File: src/rtl/tbird_pkg.sv
// tbird_pkg: shared lamp-frame constants and decoder types for the T-bird turn-signal encoder/decoder pair.
package tbird_pkg;

    typedef enum logic [1:0] {IDLE, LEFT, RIGHT, HAZARD} mode_t;

    typedef enum logic [3:0] {
        S_OFF, S_L1, S_L2, S_L3, S_R1, S_R2, S_R3, S_H, S_SYNC
    } dec_state_t;

    // Bit order is {LC,LB,LA,RA,RB,RC}
    localparam logic [5:0] LIGHTS_OFF = 6'b000000;
    localparam logic [5:0] LIGHTS_L1  = 6'b001000;
    localparam logic [5:0] LIGHTS_L2  = 6'b011000;
    localparam logic [5:0] LIGHTS_L3  = 6'b111000;
    localparam logic [5:0] LIGHTS_R1  = 6'b000100;
    localparam logic [5:0] LIGHTS_R2  = 6'b000110;
    localparam logic [5:0] LIGHTS_R3  = 6'b000111;
    localparam logic [5:0] LIGHTS_H   = 6'b111111;

endpackage

File: src/rtl/tbird_lights_decoder.sv
// tbird_lights_decoder: decodes the tail-light frame stream back into its signalling mode,
// counting completed blink cycles and flagging illegal frames or transitions.
module tbird_lights_decoder
    import tbird_pkg::*;
#(
    parameter int IDLE_CYCLES = 2,
    parameter int CNT_W       = 8
) (
    input  logic             clk,
    input  logic             reset,
    input  logic [5:0]       lights,
    output logic [1:0]       mode,
    output logic             cycle_done,
    output logic [CNT_W-1:0] cycle_count,
    output logic             error
);

    localparam int IW = $clog2(IDLE_CYCLES + 1);

    dec_state_t       state_q, state_d;
    mode_t            mode_q, mode_d, done_mode;
    logic [CNT_W-1:0] cnt_q, cnt_d;
    logic [IW-1:0]    idle_q, idle_d;
    logic             done_q, done_d, err_q, err_d, is_off;

    always_comb begin
        state_d   = state_q;
        mode_d    = mode_q;
        cnt_d     = cnt_q;
        done_d    = 1'b0;
        err_d     = 1'b0;
        is_off    = lights == LIGHTS_OFF;
        done_mode = state_q == S_L3 ? LEFT : state_q == S_R3 ? RIGHT : HAZARD;
        idle_d    = !is_off ? '0 : idle_q == IW'(IDLE_CYCLES) ? idle_q : idle_q + 1'b1;
        if (state_q == S_SYNC) begin
            state_d = is_off ? S_OFF : S_SYNC;
        end else if (is_off) begin
            state_d = S_OFF;
            done_d  = state_q inside {S_L3, S_R3, S_H};
        end else begin
            case (state_q)
                S_OFF:   state_d = lights == LIGHTS_L1 ? S_L1 : lights == LIGHTS_R1 ? S_R1 : S_SYNC;
                S_L1:    state_d = lights == LIGHTS_L2 ? S_L2 : S_SYNC;
                S_L2:    state_d = lights == LIGHTS_L3 ? S_L3 : S_SYNC;
                S_R1:    state_d = lights == LIGHTS_R2 ? S_R2 : S_SYNC;
                S_R2:    state_d = lights == LIGHTS_R3 ? S_R3 : S_SYNC;
                default: state_d = S_SYNC;
            endcase
            // Hazard may interrupt any partial left/right sequence
            if (lights == LIGHTS_H && state_q != S_H) state_d = S_H;
            err_d = state_d == S_SYNC;
        end
        if (done_d) begin
            mode_d = done_mode;
            cnt_d  = done_mode != mode_q ? CNT_W'(1) : &cnt_q ? cnt_q : cnt_q + 1'b1;
        end
        if (idle_d == IW'(IDLE_CYCLES)) begin
            mode_d = IDLE;
            cnt_d  = '0;
        end
    end

    always_ff @(posedge clk or negedge reset) begin
        if (!reset) begin
            state_q <= S_OFF;
            mode_q  <= IDLE;
            cnt_q   <= '0;
            idle_q  <= '0;
            done_q  <= 1'b0;
            err_q   <= 1'b0;
        end else begin
            state_q <= state_d;
            mode_q  <= mode_d;
            cnt_q   <= cnt_d;
            idle_q  <= idle_d;
            done_q  <= done_d;
            err_q   <= err_d;
        end
    end

    assign mode        = mode_q;
    assign cycle_count = cnt_q;
    assign cycle_done  = done_q;
    assign error       = err_q;

endmodule

File: config.mk
export PLATFORM = sky130hd
export DESIGN_NAME = tbird_lights_decoder
export DESIGN_NICKNAME = d
export VERILOG_FILES = /design/src/rtl/tbird_pkg.sv /design/src/rtl/tbird_lights_decoder.sv
export SDC_FILE = /design/constraint.sdc
export NUM_CORES = 1
export LEC_CHECK = 0
export CAP_MARGIN = 40
export CORE_MARGIN = 8
export CORE_UTILIZATION = 40
export DETAILED_ROUTE_END_ITERATION = 8
export DONT_BUFFER_PORTS = 1
export SYNTH_ARGS = -nofsm -noshare
export SYNTH_HDL_FRONTEND = slang
export SYNTH_SLANG_ARGS = --single-unit
File: constraint.sdc
create_clock -name clk -period 2.05 [get_ports clk]
set_input_delay 0.3075 -clock clk [delete_from_list [all_inputs] [get_ports clk]]
set_output_delay 0.3075 -clock clk [all_outputs]
set_load 0.01 [all_outputs]
# Word level (Yosys, flattened, before mapping)
# Cells that the tools add are included.
dict set report word_totals {
  register_bits 18
  input_bits 8
  out_inout_bits 12
  wordCells 63
}
dict set report op_classes {
  add_sub_neg 2
  eq_ne 21
  mux 27
  n_reduce_logical 7
}
# operator n
set op_table {}
lappend op_table {{two-way mux 4 bit} 12}
lappend op_table {{two-way mux 8 bit} 4}
lappend op_table {{case mux 4 bit (5 select lines)} 1}
lappend op_table {{== test 6 x 3 -> 1 bit (second input constant)} 3}
lappend op_table {{== test 4 x 3 -> 1 bit (second input constant)} 4}
lappend op_table {{== test 6 bit (second input constant)} 2}
lappend op_table {{two-way mux 2 bit} 5}
lappend op_table {{adder 8 x 1 -> 8 bit (second input constant)} 1}
lappend op_table {{== test 4 x 2 -> 1 bit (second input constant)} 2}
lappend op_table {{== test 4 bit (second input constant)} 2}
lappend op_table {{AND reduction 8 bit} 1}
lappend op_table {{== test 6 x 4 -> 1 bit (second input constant)} 1}
lappend op_table {{== test 6 x 5 -> 1 bit (second input constant)} 1}
lappend op_table {{logical NOT 6 bit} 1}
lappend op_table {{two-way mux 1 bit} 5}
lappend op_table {{== test 2 bit (second input constant)} 2}
lappend op_table {{== test 4 x 1 -> 1 bit (second input constant)} 1}
lappend op_table {{logical NOT 4 bit} 1}
lappend op_table {{inequality test 4 x 3 -> 1 bit (second input constant)} 1}
lappend op_table {{inequality test 3 x 2 -> 1 bit (second input constant)} 1}
lappend op_table {{nonzero test 3 bit} 1}
lappend op_table {{adder 2 x 1 -> 2 bit (second input constant)} 1}
lappend op_table {{inequality test 2 bit} 1}
lappend op_table {{AND reduction 2 bit} 1}
lappend op_table {{2 further kinds} 2}

# Logic depth before layout (Yosys ltp)
# Gate-level depths: netlist of run 1.
dict set report logic_depth {
  word_depth 10
  mapped_depth 9
}

# Least setup slack after synthesis of run 1
# OpenSTA, ideal clock, no wires.
dict set report synth_timing {
  path_type {in2reg}
  from {input port lights[0]}
  to {register cnt_q[7] (netlist: cycle_count[7])}
  setup_ns 0.124
  arrival_ns 1.870
  t_required_ns 1.926
  path_slack_ns 0.056
  cell_stages 8
  path_cell_list {buf_6 -> or3_4 -> nand2b_4 -> buf_6 -> a221o_1 -> buf_6 -> and2_4 -> a211o_1}
}
dict set report synth_between {
  elab_chain_cells 5
  word_cells_on_any_way 9
}
# item line_no
set synth_lines {}
lappend synth_lines {{from (decl)} tbird_lights_decoder.sv:11} ;# input logic [5:0] lights,
lappend synth_lines {{logical NOT 6 bit *} tbird_lights_decoder.sv:32} ;# is_off = lights == LIGHTS_OFF;
lappend synth_lines {{two-way mux 2 bit / two-way mux 1 bit (equally long branches)} {tbird_lights_decoder.sv:34, tbird_lights_decoder.sv:37}}
lappend synth_lines {{== test 2 bit / two-way mux 1 bit (equally long branches)} {tbird_lights_decoder.sv:57, tbird_lights_decoder.sv:35}}
lappend synth_lines {{inequality test 3 x 2 -> 1 bit (no source line) / nonzero test 2 bit (equally long branches)} -}
lappend synth_lines {{AND reduction 2 bit (no source line)} -}
lappend synth_lines {{to (signal assigned)} tbird_lights_decoder.sv:74} ;# cnt_q <= cnt_d;
lappend synth_lines {{to (decl)} tbird_lights_decoder.sv:22} ;# logic [CNT_W-1:0] cnt_q, cnt_d;
# Mark *: on every way between the ends. The rest lies on a longest branch, timed or not.
# A chain may end at the register's enable or synchronous reset.

# Worst setup path after layout of run 1
dict set report layout_timing {
  from {register idle_q[1]}
  to {register cnt_q[2] (netlist: cycle_count[2])}
}
dict set report layout_between {
  elab_chain_cells 6
  word_cells_on_any_way 9
}
# item line_no
set layout_lines {}
lappend layout_lines {{from (decl)} tbird_lights_decoder.sv:23} ;# logic [IW-1:0] idle_q, idle_d;
lappend layout_lines {{from (signal assigned)} tbird_lights_decoder.sv:75} ;# idle_q <= idle_d;
lappend layout_lines {{adder 2 x 1 -> 2 bit / == test 2 bit (equally long branches)} tbird_lights_decoder.sv:34} ;# idle_d = !is_off ? '0 : idle_q == IW'(IDLE_CYCLES) ? idle_q : idle_q + 1'b1;
lappend layout_lines {{two-way mux 2 bit * (2 in series)} tbird_lights_decoder.sv:34}
lappend layout_lines {{== test 2 bit *} tbird_lights_decoder.sv:57} ;# if (idle_d == IW'(IDLE_CYCLES)) begin
lappend layout_lines {{inequality test 3 x 2 -> 1 bit (no source line) / nonzero test 2 bit (equally long branches)} -}
lappend layout_lines {{AND reduction 2 bit (no source line)} -}
# Marks and branches as above.

==> results of run 1 <==
## logic make-up after synthesis
| family | after synthesis | synth area share (%) |
|---|---|---|
| AOI/OAI and AO/OA | 43 | 23.4 |
| xor gates and xnor gates | 4 | 2.72 |
| adders and majority gates | 2 | 1.94 |
| buffers and inverters | 17 | 6.69 |
| DFF | 18 | 34.9 |
| and+or+nand+nor | 67 | 30.4 |
## what timing repair did
| action | CTS | global route |
|---|---|---|
| gates resized for setup | 0 | 3 |
| setup buffers | 0 | 0 |
| hold buffers | 1 | 0 |
| endpoints found under the hold margin | 18 | 0 |
| setup endpoints to repair | 0 | 6 |
## layer usage
layer	up-vias	wire, um	global-route usage, %
met2	26	1490	20.2
met1	565	1350	14.8
li1	581	-	-
met4	0	94	7.33
met5	-	0	0
met3	9	170	2.34
## layout make-up
class	count	area share, %
multi-input cells	116	52.7
clock buffers	4	2.49
flip-flops and latches	18	30.9
repair buffers	16	8.40
inverters	7	1.80
well taps	44	3.77
## layout by cell type (no fill, tap or decap), drive strengths merged, types with 2 or more instances in the layout
cell / count
a211oi: 2
a21o: 4
a21oi: 8
a22o: 4
a31oi: 4
and2: 4
and2b: 2
and3: 4
buf: 15
clkbuf: 4
dfrtp: 18
ha: 2
inv: 7
nand2: 15
nand2b: 3
nand3: 5
nand4: 5
nor2: 9
nor2b: 3
nor3: 5
nor4: 3
nor4bb: 2
o21ai: 9
o41ai: 2
or3: 3
xnor2: 3
## worst max path at each step
stage / from / to
2_1_floorplan: lights[0] / cycle_count[7]
3_3_place_gp: idle_q[0] / cycle_count[7]
3_5_place_dp: idle_q[0] / cycle_count[7]
4_1_cts: idle_q[0] / cycle_count[7]
5_1_grt: idle_q[1] / cycle_count[2]
6_report: idle_q[1] / cycle_count[2]
## sequential cells by signal (all words and copies together), names as in the netlist
name         flops
idle_q           2
state_q          4
cycle_count      8
cycle_done       1
error            1
mode             2
## per-stage QoR
step	setup slack, ns	instances	area (um^2)	hold slack, ns
after floorplan	0.0558	151	1290	0.0119
after global placement	0.169	200	1400	0.0126
after detailed placement	0.0798	200	1400	0.0126
after CTS	0.0477	205	1440	0.203
after global routing	0.000452	205	1460	0.218
final	0.121	205	1460	0.205
## worst max-delay path, cell delays in order, from the launching register on
cell and delay (ns):
dfrtp_1 0.34, inv_1 0.04, ha_1 0.29, nor2b_1 0.18, nor3_1 0.08, a221o_2 0.42, buf_4 0.17, o21ai_0 0.21
o41ai_2 0.11
## power breakdown
group          internal [uW]  leakage, uW  switching (uW)
Sequential               356     0.000241           0.922
Clock                    108    0.0000210             116
Combinational           12.0     0.000372            17.8
==> impl_metrics.env, run 1 <==
export IMPL_status="finished clean"
export IMPL_path_clk_slew_ns=0.12
export IMPL_rr_worst_depth=8
export IMPL_htreeDepth=1
export IMPL_post_route_drc_count=0
export IMPL_ys_seq_area_share_pct=34.9
export IMPL_hold_class="in2reg"
export IMPL_synth_fp_nets=161
export IMPL_diodes=0
export IMPL_ys_flop_type="dfrtp_1"
export IMPL_firstDrtPassIters=4
export IMPL_cts_sinks=18
export IMPL_tns_ns=0
export IMPL_ir_drop_mv=0.158
export IMPL_drive_gt1_share_pct=22.4
export IMPL_final_max_slew_viol_count=0
export IMPL_required_ns=2.25
export IMPL_yosys_top_cells_area="dfrtp_1 (35%), nand2_1 (4.4%), o21ai_0 (3.5%), a21oi_1 (3.1%), nor2_1 (2.6%)"
export IMPL_ioPinCount=20
export IMPL_ys_seq_elements=18
export IMPL_synth_top_area_cell="dfrtp_1"
export IMPL_nNetsFinal=172
export IMPL_num_fill_cells=319
export IMPL_cts_buffer_depth=2
export IMPL_whs_path_depth=3
export IMPL_ant_nets=0
export IMPL_row_count=20
export IMPL_wl_per_cell_um=15.1
export IMPL_start_kind="flip-flop"
export IMPL_min_from="lights[4]"
export IMPL_dieArea_um2=5300
export IMPL_regToRegEndpoint="cycle_count[2]"
export IMPL_cts_inserted_buffers=3
export IMPL_path_class="reg2reg"
export IMPL_syn_inst=151
export IMPL_synth_most_common_cell="dfrtp_1"
export IMPL_chipHeight_um=72.8
export IMPL_worst_hold_path_endpoint="state_q[0]"
export IMPL_grt_pass1_vias=1146
export IMPL_root_buffer="clkbuf_4"
export IMPL_period_share_pct=94.1
export IMPL_multi_input_area_um2=768
export IMPL_detail_route_vias_per_cell=5.76
export IMPL_synthArstFlopShare_pct=100
export IMPL_cts_tree="done"
export IMPL_start_util_pct=42.3
export IMPL_finalSetupViolCount=0
export IMPL_antenna_found_initial=0
export IMPL_grt_pass1_wl_um=5330
export IMPL_avgSynthCellArea_um2=8.54
export IMPL_io_buffers=0
export IMPL_synthTopCellsByCount="dfrtp_1 (18), nand2_1 (15), nor2_1 (9), o21ai_0 (9), a21oi_1 (8)"
export IMPL_hpwl_um=2410
export IMPL_maxSlewHeadroom_pct=46.8
export IMPL_rsz0062_at_grt="false"
export IMPL_postLayoutCoreUtil_pct=47.8
export IMPL_dieWidth_um=72.8
export IMPL_r2r_start="idle_q[1]"
export IMPL_grt_max_degree=19
export IMPL_wirelength_um=3100
export IMPL_seq_area_um2=450
export IMPL_area_delta_synth_final_pct=13.1
export IMPL_rrSetupSlack_ns=0.12
export IMPL_grt_overflow_total=0
export IMPL_num_vias=1181
export IMPL_gp_congestion=0.904
export IMPL_synthDistinctLibCells=49
export IMPL_power_total_uw=611
export IMPL_skew_ns=0.0171
export IMPL_hold_viol_final=0
export IMPL_layout_min_cycle_time_ns=1.93
export IMPL_timing_fmax_ghz=0.518
export IMPL_clkLatencyLatePin_ns=0.31
export IMPL_drtIter0Drc=62
export IMPL_power_density_nw_per_um2=419
export IMPL_yosys_warnings=0
export IMPL_path_max_fanout=7
export IMPL_cap_violations=0
export IMPL_tightest_slew_ns=0.796
export IMPL_syn_cell_area_um2=1290
export IMPL_synth_edf_count=0
export IMPL_critPathArrivalTime_ns=2.13
export IMPL_crit_path_end_kind="flip-flop"
export IMPL_post_synth_top_area_fraction_pct=34.9
export IMPL_grt_use_total_pct=12.4
export IMPL_coreArea_um2=3050
export IMPL_power_leakage_uw=0.000634
Power figures use the tool's default switching activity.
==> inputs of run 2 (changes only) <==
Clock period 2.05 ns to 2 ns, I/O delays scaled along.
==> impl_metrics.env, run 2 (synthesized netlist as in run 1, its figures left out) <==
export IMPL_status="finished clean"
export IMPL_ant_nets=0
export IMPL_finalInstanceArea_um2=1530
export IMPL_skew_ns=0.0147
export IMPL_dp_slack_ns=-0.00840
export IMPL_required_ns=2.17
export IMPL_hold_class="in2reg"
export IMPL_cts_inserted_buffers=3
export IMPL_wirelength_um=3160
export IMPL_grt_pass1_vias=1216
export IMPL_antenna_found_initial=0
export IMPL_cts_buffer_depth=2
export IMPL_ioPinCount=20
export IMPL_grt_max_degree=19
export IMPL_firstDrtPassIters=4
export IMPL_coreArea_um2=3050
export IMPL_row_count=20
export IMPL_rr_worst_depth=8
export IMPL_drtIter0Drc=55
export IMPL_maxSlewHeadroom_pct=44.8
export IMPL_cts_sinks=18
export IMPL_dieArea_um2=5300
export IMPL_cts_tree="done"
export IMPL_hold_viol_final=0
export IMPL_layout_min_cycle_time_ns=1.91
export IMPL_finalSetupViolCount=0
export IMPL_io_buffers=0
export IMPL_area_delta_synth_final_pct=18.4
export IMPL_drive_gt1_share_pct=26.6
export IMPL_dieWidth_um=72.8
export IMPL_nNetsFinal=181
export IMPL_power_density_nw_per_um2=373
export IMPL_final_max_slew_viol_count=0
export IMPL_rsz0062_at_grt="false"
export IMPL_tightest_slew_ns=0.825
export IMPL_chipHeight_um=72.8
export IMPL_whs_path_depth=3
export IMPL_num_vias=1205
export IMPL_period_share_pct=95.5
export IMPL_gp_congestion=0.871
export IMPL_crit_path_end_kind="flip-flop"
export IMPL_path_class="reg2reg"
export IMPL_post_route_drc_count=0
export IMPL_worst_slack_ns=0.0894
export IMPL_ir_drop_mv=0.213
export IMPL_hpwl_um=2510
export IMPL_path_max_fanout=4
export IMPL_grt_use_total_pct=12.5
export IMPL_grt_overflow_total=0
export IMPL_critPathArrivalTime_ns=2.08
export IMPL_timing_fmax_ghz=0.523
export IMPL_start_util_pct=42.3
export IMPL_grt_pass1_wl_um=5440
export IMPL_wl_per_cell_um=14.8
export IMPL_most_common_layout_cells="buf_4 (24), dfrtp_1 (18), nand2_1 (15)"
export IMPL_root_buffer="clkbuf_4"
export IMPL_detail_route_vias_per_cell=5.66
export IMPL_final_common_cell="buf_4"
export IMPL_power_total_uw=569
export IMPL_start_kind="flip-flop"
export IMPL_power_leakage_uw=0.000668
export IMPL_htreeDepth=1
export IMPL_placed_area_um2=1460
export IMPL_path_clk_slew_ns=0.10
export IMPL_diodes=0
export IMPL_cap_violations=0
export IMPL_clkLatencyLatePin_ns=0.29
export IMPL_largest_reg_flops=8
[run 2: final cells by class]
type	instances	area [um^2]
fillers	318	1530
flip-flops and latches	18	450
multi-input cells	116	783
inverters	7	26.3
well taps	44	55.1
clock buffers	3	22.5
repair buffers	25	190
[run 2: final timing paths]
path,startpoint,to,slack (ns)
min in group asynchronous,reset,cycle_count[2],0.54
max reg2reg,idle_q[1],cycle_count[5],0.09
max,idle_q[1],cycle_count[5],0.09
min reg2reg,cycle_count[2],cycle_count[2],0.61
min,lights[4],state_q[0],0.21
max in group asynchronous,reset,state_q[1],0.93
[run 2: metrics by stage]
step           hold WS, ns  cells  setup TNS (ns)  util, %
3_3_place_gp       0.00505    208               0     47.7
2_1_floorplan      0.00441    151               0        -
5_1_grt              0.212    213               0     50.0
4_1_cts              0.201    213               0     49.1
6_report             0.208    213               0     50.0
3_5_place_dp       0.00504    208        -0.00840     47.7
[run 2: timing repair]
item | CTS | global route
pin swaps | 1 | 2
endpoints found under the setup margin | 1 | 5
buffers inserted | 1 | 0
gates resized for setup | 0 | 6
hold buffers | 1 | 0
endpoints found under the hold margin | 18 | 0
[run 2: per-layer routing]
layer | track usage [%] | vias up | routed length (um)
li1 | - | 597 | -
met1 | 13.7 | 575 | 1290
met2 | 22.8 | 31 | 1630
met3 | 2.61 | 2 | 214
met4 | 5.11 | 0 | 27
met5 | 0 | - | 0
[run 2: power breakdown]
| part | total, uW | switching, uW | internal (uW) | leakage (uW) |
|---|---|---|---|---|
| sequential | 365 | 0.637 | 365 | 0.000241 |
| clock | 171 | 101 | 69.8 | 0.0000138 |
| combinational | 33.3 | 19.4 | 13.9 | 0.000413 |
| total | 569 | 121 | 448 | 0.000668 |
[run 2: worst max-delay path, cell delays in order (launching register included)]
cell and delay [ns]:
dfrtp_1 0.35, inv_1 0.06, ha_4 0.27, nor2b_4 0.14, nor3_2 0.05, a221o_1 0.37, buf_4 0.17, a21o_1 0.15
a22o_1 0.23
